File: src/rtl/pe_sequencer.sv
// pe_sequencer
//   Control FSM that walks one pe_dp processing element through a 4x4-filter
//   convolution over an IMG_SIZE x IMG_SIZE image. For every output window it
//   clears the accumulators, streams the 16 filter taps, stores the window sum
//   into one of four result-buffer slots, and flushes the buffer to PE memory
//   when it is full or after the last window. A file dump and a one-cycle done
//   pulse close the layer.
//
// Ports
//   clk               rising-edge clock
//   rst               asynchronous active-low reset
//   start             begin a layer (sampled only while idle)
//   stall             freeze tap sequencing (honoured in MAC only)
//   busy              high from the first CLR cycle until done
//   done              one-cycle pulse after the file dump
//   rst_acc           clear the MAC accumulators (CLR)
//   acc_en            accumulate the current tap (MAC, not stalled)
//   res_buffer_en     capture the window sum into slot res_index (STORE)
//   rst_res_reg       clear the result buffer (WRITE)
//   wr_en             write the result buffer to memory word wr_adr (WRITE)
//   wr_file           trigger the memory file dump (FILE)
//   img_buffer_index  row*IMG_SIZE + col of the current window's top-left pixel
//   buffer_cntr       tap index 0..15
//   res_index         result-buffer slot 0..3
//   wr_adr            memory word address
//
// All outputs are registered: they are computed from the state being entered,
// so each control is valid for the whole cycle of its state.
module pe_sequencer #(
  parameter int IMG_SIZE     = 16,
  parameter int STRIDE       = 1,
  parameter int MAX_MEM_SIZE = 128
) (
  input  logic       clk,
  input  logic       rst,
  input  logic       start,
  input  logic       stall,
  output logic       busy,
  output logic       done,
  output logic       rst_acc,
  output logic       acc_en,
  output logic       res_buffer_en,
  output logic       rst_res_reg,
  output logic       wr_en,
  output logic       wr_file,
  output logic [7:0] img_buffer_index,
  output logic [7:0] buffer_cntr,
  output logic [7:0] res_index,
  output logic [7:0] wr_adr
);

  localparam int OUT_DIM   = (IMG_SIZE - 4) / STRIDE + 1;
  localparam int NUM_WORDS = (OUT_DIM * OUT_DIM + 3) / 4;
  localparam int LAST_POS  = (OUT_DIM - 1) * STRIDE;
  localparam int COL_LIMIT = IMG_SIZE - 4;

  localparam logic [7:0] LAST_POS_C  = 8'(LAST_POS);
  localparam logic [8:0] COL_LIMIT_C = 9'(COL_LIMIT);
  localparam logic [8:0] STRIDE_W_C  = 9'(STRIDE);
  localparam logic [7:0] STRIDE_C    = 8'(STRIDE);
  localparam logic [7:0] IMG_SIZE_C  = 8'(IMG_SIZE);

  // Parameter sanity: results must fit the PE memory, indices must fit 8 bits.
  generate
    if (NUM_WORDS > MAX_MEM_SIZE) begin : g_mem_too_small
      $error("pe_sequencer: %0d result words exceed MAX_MEM_SIZE %0d", NUM_WORDS, MAX_MEM_SIZE);
    end
    if ((IMG_SIZE * IMG_SIZE > 256) || (IMG_SIZE < 4) || (STRIDE < 1)) begin : g_bad_geometry
      $error("pe_sequencer: unsupported IMG_SIZE %0d / STRIDE %0d", IMG_SIZE, STRIDE);
    end
  endgenerate

  typedef enum logic [2:0] {
    ST_IDLE  = 3'd0,
    ST_CLR   = 3'd1,
    ST_MAC   = 3'd2,
    ST_STORE = 3'd3,
    ST_WRITE = 3'd4,
    ST_FILE  = 3'd5,
    ST_DONE  = 3'd6
  } state_t;

  state_t      state_r;
  logic [7:0]  row_r;
  logic [7:0]  col_r;
  logic [4:0]  tap_r;   // next tap to issue; 16 means all taps have been issued
  logic [1:0]  slot_r;
  logic [7:0]  word_r;

  logic [8:0]  col_sum_s;
  logic [7:0]  nxt_row_s;
  logic [7:0]  nxt_col_s;
  logic [7:0]  nxt_index_s;
  logic        last_win_s;

  // Next window position (column step with row wrap) and last-window detect.
  always_comb begin
    col_sum_s = {1'b0, col_r} + STRIDE_W_C;
    nxt_row_s = row_r;
    nxt_col_s = col_sum_s[7:0];
    if (col_sum_s > COL_LIMIT_C) begin
      nxt_col_s = 8'd0;
      nxt_row_s = row_r + STRIDE_C;
    end else begin
      nxt_col_s = col_sum_s[7:0];
      nxt_row_s = row_r;
    end
    nxt_index_s = nxt_row_s * IMG_SIZE_C + nxt_col_s;
    last_win_s  = (row_r == LAST_POS_C) && (col_r == LAST_POS_C);
  end

  // Sequencing FSM with counters and registered pe_dp controls.
  always_ff @(posedge clk or negedge rst) begin
    if (!rst) begin
      state_r          <= ST_IDLE;
      row_r            <= 8'd0;
      col_r            <= 8'd0;
      tap_r            <= 5'd0;
      slot_r           <= 2'd0;
      word_r           <= 8'd0;
      busy             <= 1'b0;
      done             <= 1'b0;
      rst_acc          <= 1'b0;
      acc_en           <= 1'b0;
      res_buffer_en    <= 1'b0;
      rst_res_reg      <= 1'b0;
      wr_en            <= 1'b0;
      wr_file          <= 1'b0;
      img_buffer_index <= 8'd0;
      buffer_cntr      <= 8'd0;
      res_index        <= 8'd0;
      wr_adr           <= 8'd0;
    end else begin
      // Controls are low unless the state being entered names them.
      done          <= 1'b0;
      rst_acc       <= 1'b0;
      acc_en        <= 1'b0;
      res_buffer_en <= 1'b0;
      rst_res_reg   <= 1'b0;
      wr_en         <= 1'b0;
      wr_file       <= 1'b0;
      buffer_cntr   <= 8'd0;
      res_index     <= 8'd0;
      wr_adr        <= 8'd0;

      case (state_r)
        ST_IDLE: begin
          if (start) begin
            state_r          <= ST_CLR;
            row_r            <= 8'd0;
            col_r            <= 8'd0;
            tap_r            <= 5'd0;
            slot_r           <= 2'd0;
            word_r           <= 8'd0;
            img_buffer_index <= 8'd0;
            busy             <= 1'b1;
            rst_acc          <= 1'b1;
          end else begin
            busy <= 1'b0;
          end
        end

        ST_CLR: begin
          // Tap 0 is issued on the way into MAC.
          state_r     <= ST_MAC;
          acc_en      <= 1'b1;
          buffer_cntr <= 8'd0;
          tap_r       <= 5'd1;
        end

        ST_MAC: begin
          if (stall) begin
            // Nothing issued this cycle; hold the displayed tap.
            buffer_cntr <= buffer_cntr;
          end else if (tap_r == 5'd16) begin
            state_r       <= ST_STORE;
            res_buffer_en <= 1'b1;
            res_index     <= {6'd0, slot_r};
          end else begin
            acc_en      <= 1'b1;
            buffer_cntr <= {3'd0, tap_r};
            tap_r       <= tap_r + 5'd1;
          end
        end

        ST_STORE: begin
          if ((slot_r == 2'd3) || last_win_s) begin
            state_r     <= ST_WRITE;
            wr_en       <= 1'b1;
            rst_res_reg <= 1'b1;
            wr_adr      <= word_r;
          end else begin
            state_r          <= ST_CLR;
            slot_r           <= slot_r + 2'd1;
            row_r            <= nxt_row_s;
            col_r            <= nxt_col_s;
            img_buffer_index <= nxt_index_s;
            rst_acc          <= 1'b1;
          end
        end

        ST_WRITE: begin
          word_r <= word_r + 8'd1;
          slot_r <= 2'd0;
          if (last_win_s) begin
            state_r <= ST_FILE;
            wr_file <= 1'b1;
          end else begin
            state_r          <= ST_CLR;
            row_r            <= nxt_row_s;
            col_r            <= nxt_col_s;
            img_buffer_index <= nxt_index_s;
            rst_acc          <= 1'b1;
          end
        end

        ST_FILE: begin
          state_r <= ST_DONE;
          done    <= 1'b1;
          busy    <= 1'b0;
        end

        ST_DONE: begin
          state_r <= ST_IDLE;
          busy    <= 1'b0;
        end

        default: begin
          state_r <= ST_IDLE;
          busy    <= 1'b0;
        end
      endcase
    end
  end

endmodule

File: config.mk
export PLATFORM = sky130hd
export DESIGN_NAME = pe_sequencer
export DESIGN_NICKNAME = d
export VERILOG_FILES = /design/src/rtl/pe_sequencer.sv
export SDC_FILE = /design/constraint.sdc
export NUM_CORES = 1
export LEC_CHECK = 0
export CORE_MARGIN = 4
export CORE_UTILIZATION = 49
export DETAILED_ROUTE_END_ITERATION = 8
export PLACE_DENSITY = 0.76
export SLEW_MARGIN = 20
export SYNTH_ARGS = -nofsm -noshare
export SYNTH_HDL_FRONTEND = slang
export SYNTH_SLANG_ARGS = --single-unit
File: constraint.sdc
create_clock -name clk -period 2.7 [get_ports clk]
set_clock_uncertainty 0.05 [all_clocks]
set_input_delay 0.54 -clock clk [delete_from_list [all_inputs] [get_ports clk]]
set_output_delay 0.54 -clock clk [all_outputs]
set_load 0.05 [all_outputs]
==> results of run 1 <==
-- metal layers --
layer,part of all wire,track usage,wire (µm),up-vias
met2,0.48,0.290,2930,80
met5,0,0,0,-
li1,-,-,-,1136
met1,0.45,0.230,2770,1109
met4,0.016,0.0851,101,0
met3,0.059,0.0508,361,8
-- final timing paths --
kind | startpoint | to | slack (ns) | cells past startpoint
min | rst | wr_file | 0.16 | 1
min reg2reg | word_r[7] | word_r[7] | 0.43 | 1
min in group clk | word_r[7] | word_r[7] | 0.43 | 1
max reg2reg | img_buffer_index[0] | img_buffer_index[5] | 0.21 | 9
max in group asynchronous | rst | row_r[1] | 1.72 | 2
max | img_buffer_index[0] | img_buffer_index[5] | 0.21 | 9
-- critical path, stage by stage (launching register included) --
cell and delay, ns:
dfrtp_1 0.38, buf_4 0.16, ha_1 0.21, nor4bb_1 0.29, a21oi_1 0.10, and3_2 0.27, mux2_2 0.31, fa_1 0.45
inv_1 0.06, o21ai_0 0.07
-- metrics by stage --
step	cell area, µm²	instances	setup slack (ns)	util
after CTS	3680	426	0.170	0.611
after detailed placement	3470	412	0.190	0.576
after floorplan	3150	320	0.111	-
final	3680	426	0.212	0.611
after global routing	3680	426	0.0141	0.611
after global placement	3470	412	0.255	0.576
-- power by group --
part	internal [W]	switching (W)	total [W]	leakage, nW
registers	0.00102	0.000127	0.00115	0.821
logic	0.000358	0.000675	0.00103	0.811
clock network	0.000517	0.000325	0.000842	0.108
-- flip-flops by register name (all words and copies together) (netlist names), 2 cells and up --
register	count
state_r	3
buffer_cntr	5
word_r	8
row_r	8
res_index	2
slot_r	2
img_buffer_index	8
col_r	4
wr_adr	8
tap_r	5
-- cell families (layout without fill, tap and decap cells) --
| group | Yosys count | in the layout | synth area share |
|---|---|---|---|
| AOI/OAI and AO/OA | 61 | 61 | 0.132 |
| adders and majority gates | 13 | 13 | 0.0548 |
| DFF | 60 | 60 | 0.483 |
| xor gates and xnor gates | 10 | 10 | 0.0282 |
| other | 1 | 13 | 0.00121 |
| buffers and inverters | 39 | 70 | 0.0721 |
| and+or+nand+nor | 117 | 117 | 0.203 |
| muxes | 7 | 7 | 0.0250 |
-- area by class of cell --
type | instances | area [µm²]
multi-input cells | 221 | 1430
well taps | 75 | 93.8
flip-flops and latches | 60 | 1500
fillers | 502 | 2340
clock buffers | 13 | 179
inverters | 13 | 48.8
clock inverters | 1 | 30.0
repair buffers | 43 | 403
-- layout by cell type, fill, tap and decap left out, types with 12 or more instances in the layout --
cell             synthesis  routed
dfrtp_1                 60      60
ha_1                    12      12
clkbuf_8                 0      13
nand2_1                 21      21
inv_1                   13      13
nor2_1                  19      19
clkdlybuf4s50_1          0      33
nand3_1                 18      18
and2_1                  14      14
o21ai_0                 23      23
conb_1                   1      13
==> flow_summary.yaml, run 1 <==
outcome:
  outcome: "finished, final reports clean"
floorplanning:
  num_io_pins: 44
  core-area_um2: 6030
  dieArea_um2: 7680
  rows: 28
  fp.dieW_um: 87.6
  fp.dieH_um: 87.6
  start_util: 0.515
synthesis:
  synth_seq_cells: 60
  synth_top_area_share: 0.483
  syn_area_um2: 3110
  synth.distinct_cells: 49
  netlist_top_cells_count: "60 x dfrtp_1, 23 x o21ai_0, 21 x nand2_1"
  yosys-top-cells-area: "dfrtp_1 48%, ha_1 4.8%, o21ai_0 3.7%"
  syn_inst: 308
  ys.flop_type: "dfrtp_1"
  synthArstFlopShare: 1.00
  yosysTopAreaCell: "dfrtp_1"
  synth_most_common_cell: "dfrtp_1"
  yosysWarnings: 0
  syn_area_per_cell_um2: 10.1
  synth_seq_area_share: 0.483
  synth_edf_count: 0
critical_path:
  required_ns: 2.87
  path_max_fanout: 8
  crit_type: "reg2reg"
  worst_setup_path_start_kind: "flop"
  critical_path_arrival_ns: 2.66
  cp-end-kind: "flop"
worst_hold_path:
  hp-class: "in2async"
timing:
  final-setup-viol-count: 0
  slew_headroom: 0.591
  rsz0062_at_grt: "no"
  fin_setup_tns_ns: 0
  worst_slew_pin_slew_ns: 0.613
  whs_ns: 0.161
  timing.fmax_mhz: 402
  maxSlewViolCount: 0
  hold_viol: 0
  layout_min_cycle_time_ns: 2.49
  period_share: 0.921
global_route:
  grt_pass1_vias: 2370
  overflow: 0
  grtUsageTotal: 0.182
  grt_pass1_wl_mm: 10.8
  grt_max_degree: 29
  antenna_found_initial: 0
detailed_routing:
  first_iter_violations: 112
  drtAntennaViolNets: 0
  drt_pre_antenna_iters: 4
  vias: 2333
  wl_mm: 6.16
  wl_per_cell_um: 14.5
  viasPerCell: 5.48
  drc: 0
power:
  p_per_area_nw_per_um2: 820
  finalPower_w: 0.00302
  ir_drop_mv: 0.419
  leakage_nw: 1.74
clock_tree:
  clock_latency_ns: 0.34
  cts_resized: 0
  clockRootBuffer: "clkbuf_8"
  cts_max_level: 3
  cts_max_path_buffers: 2
  cts_tree: "done"
  cts.sinks: 60
  holdBufCountCts: 0
  numCtsBuffers: 9
  clk_pin_slew_worst_paths_ns: 0.06
  post_cts_buffers: 0
final_layout:
  drive_above_1_share: 0.0912
  areaGrowthSynthToFinish_pct: 18.6
  num_antenna_cells: 0
  fin_nets: 365
place:
  routabilityCongestion: 0.832
  port_buffers: 34
  detailed_place_hpwl_mm: 4.36
run:
  drv_cap: 0
(Power assumes the default switching activity.)
==> run 2, diff against run 1 <==
--- a/config.mk
+++ b/config.mk
@@ -5,7 +5,7 @@
 export SDC_FILE = /design/constraint.sdc
 export NUM_CORES = 1
 export LEC_CHECK = 0
-export CORE_MARGIN = 4
+export CORE_MARGIN = 10
 export CORE_UTILIZATION = 49
 export DETAILED_ROUTE_END_ITERATION = 8
 export PLACE_DENSITY = 0.76
==> run 2 against run 1 <==
Die area increased by 29%. Worst setup slack worse by 0.093 ns. Clock power grew 10%. Count of clock-buffer cells in the layout down 2. Highest routed layer unchanged. Total power is 3.3% higher. Critical path type unchanged. First-iteration DRC count grew 19%. Largest power group unchanged. Combinational power is essentially flat.
==> flow_summary.yaml, run 2 (synthesis gave the netlist of run 1 again) <==
critical_path:
  r2r_end: "img_buffer_index[5]"
  reg2regPathDepth: 9
  critical_path_arrival_ns: 2.75
  critPathLaunch: "img_buffer_index[0]"
  required_ns: 2.87
  cp-end-kind: "flop"
  worst_setup_path_start_kind: "flop"
  path_max_fanout: 7
  crit_type: "reg2reg"
  reg2reg_slack_ns: 0.12
  rr_startpoint: "img_buffer_index[0]"
place:
  detailed_place_hpwl_mm: 4.67
  port_buffers: 34
  routabilityCongestion: 0.815
global_route:
  grt_max_degree: 30
  antenna_found_initial: 0
  grt_pass1_vias: 2355
  overflow: 0
  grt_pass1_wl_mm: 11.5
  grtUsageTotal: 0.141
timing:
  timing.fmax_mhz: 388
  hold_viol: 0
  whs_ns: 0.0321
  period_share: 0.956
  layout_min_cycle_time_ns: 2.58
  final-setup-viol-count: 0
  worst_slew_pin_slew_ns: 0.553
  maxSlewViolCount: 0
  slew_headroom: 0.627
worst_hold_path:
  hp-class: "in2async"
clock_tree:
  numCtsBuffers: 9
  clk_pin_slew_worst_paths_ns: 0.07
  cts_max_path_buffers: 2
  clockRootBuffer: "clkbuf_8"
  clock_latency_ns: 0.34
  cts_max_level: 3
  cts.sinks: 60
  holdBufCountCts: 0
  cts_tree: "done"
final_layout:
  fill_cells: 499
  fin_nets: 366
  final_cell_mix: "59 x dfrtp_1, 33 x clkdlybuf4s50_1, 23 x o21ai_0"
  drive_above_1_share: 0.108
  areaGrowthSynthToFinish_pct: 19.9
  final_common_cell: "dfrtp_1"
  num_antenna_cells: 0
power:
  leakage_nw: 1.74
  ir_drop_mv: 0.508
  finalPower_w: 0.00312
  p_per_area_nw_per_um2: 838
floorplanning:
  dieArea_um2: 9920
  core-area_um2: 6030
  rows: 28
  start_util: 0.515
  fp.dieW_um: 99.6
  fp.dieH_um: 99.6
  num_io_pins: 44
detailed_routing:
  first_iter_violations: 133
  drtAntennaViolNets: 0
  vias: 2383
  wl_mm: 6.71
  viasPerCell: 5.57
  drt_pre_antenna_iters: 5
  wl_per_cell_um: 15.7
  drc: 0
run:
  drv_cap: 0
outcome:
  outcome: "finished, final reports clean"
[run 2: layout make-up]
| cell class | count | area, µm² | area share |
|---|---|---|---|
| Sequential cell | 60 | 1500 | 0.404 |
| Multi-Input combinational cell | 221 | 1440 | 0.388 |
| Timing Repair Buffer | 44 | 410 | 0.110 |
| Clock buffer | 11 | 151 | 0.0407 |
| Tap cell | 75 | 93.8 | 0.0252 |
| Clock inverter | 4 | 72.6 | 0.0195 |
| Inverter | 13 | 48.8 | 0.0131 |
[run 2: routing by layer]
layer,wire length [µm],track usage,vias up
li1,-,-,1139
met1,2990,0.182,1153
met2,3130,0.208,78
met3,458,0.0422,13
met4,131,0.0739,0
met5,0,0,-
[run 2: power by group]
group | total, W | switching, W | internal, W
sequential | 0.00115 | 0.000131 | 0.00102
combinational | 0.00104 | 0.000682 | 0.000362
clock | 0.000926 | 0.000363 | 0.000563
total | 0.00312 | 0.00118 | 0.00194
[run 2: critical path, cell delays in order, from the launching register on]
cell,delay (ns)
dfrtp_1,0.38
ha_2,0.25
xnor2_2,0.15
nand2_1,0.11
mux2i_2,0.24
and3_4,0.28
mux2_2,0.38
fa_1,0.47
inv_1,0.06
o21ai_0,0.08
[run 2: through the flow]
step	instances	area (µm²)	TNS [ns]	setup slack, ns	util
after floorplan	320	3150	0	0.111	-
after global placement	413	3480	0	0.227	0.577
after detailed placement	413	3480	0	0.0387	0.577
after CTS	428	3700	0	0.0318	0.615
after global routing	428	3720	-0.0211	-0.0211	0.618
final	428	3720	0	0.120	0.618
[run 2: how the worst max path moves through the flow]
| stage | endpoint | slack, ns | cells after the start |
|---|---|---|---|
| 3_3_place_gp | img_buffer_index[5] | 0.23 | 9 |
| 6_report | img_buffer_index[5] | 0.12 | 9 |
| 5_1_grt | img_buffer_index[5] | -0.02 | 9 |
| 2_1_floorplan | img_buffer_index[5] | 0.11 | 10 |
| 3_5_place_dp | img_buffer_index[5] | 0.04 | 9 |
| 4_1_cts | img_buffer_index[5] | 0.03 | 9 |
[run 2: timing repair]
item,in CTS,in global routing
endpoints found under the setup margin,1,2
resized for setup,1,5
buffers inserted,0,0
==> run 3, diff against run 2 <==
--- a/config.mk
+++ b/config.mk
@@ -7,6 +7,7 @@
 export LEC_CHECK = 0
 export CORE_MARGIN = 10
 export CORE_UTILIZATION = 49
+export CTS_CLUSTER_DIAMETER = 60
 export DETAILED_ROUTE_END_ITERATION = 8
 export PLACE_DENSITY = 0.76
 export SLEW_MARGIN = 20
==> results of run 3 <==
Same layout as run 2: the final DEF is identical, and so are final timing and power.
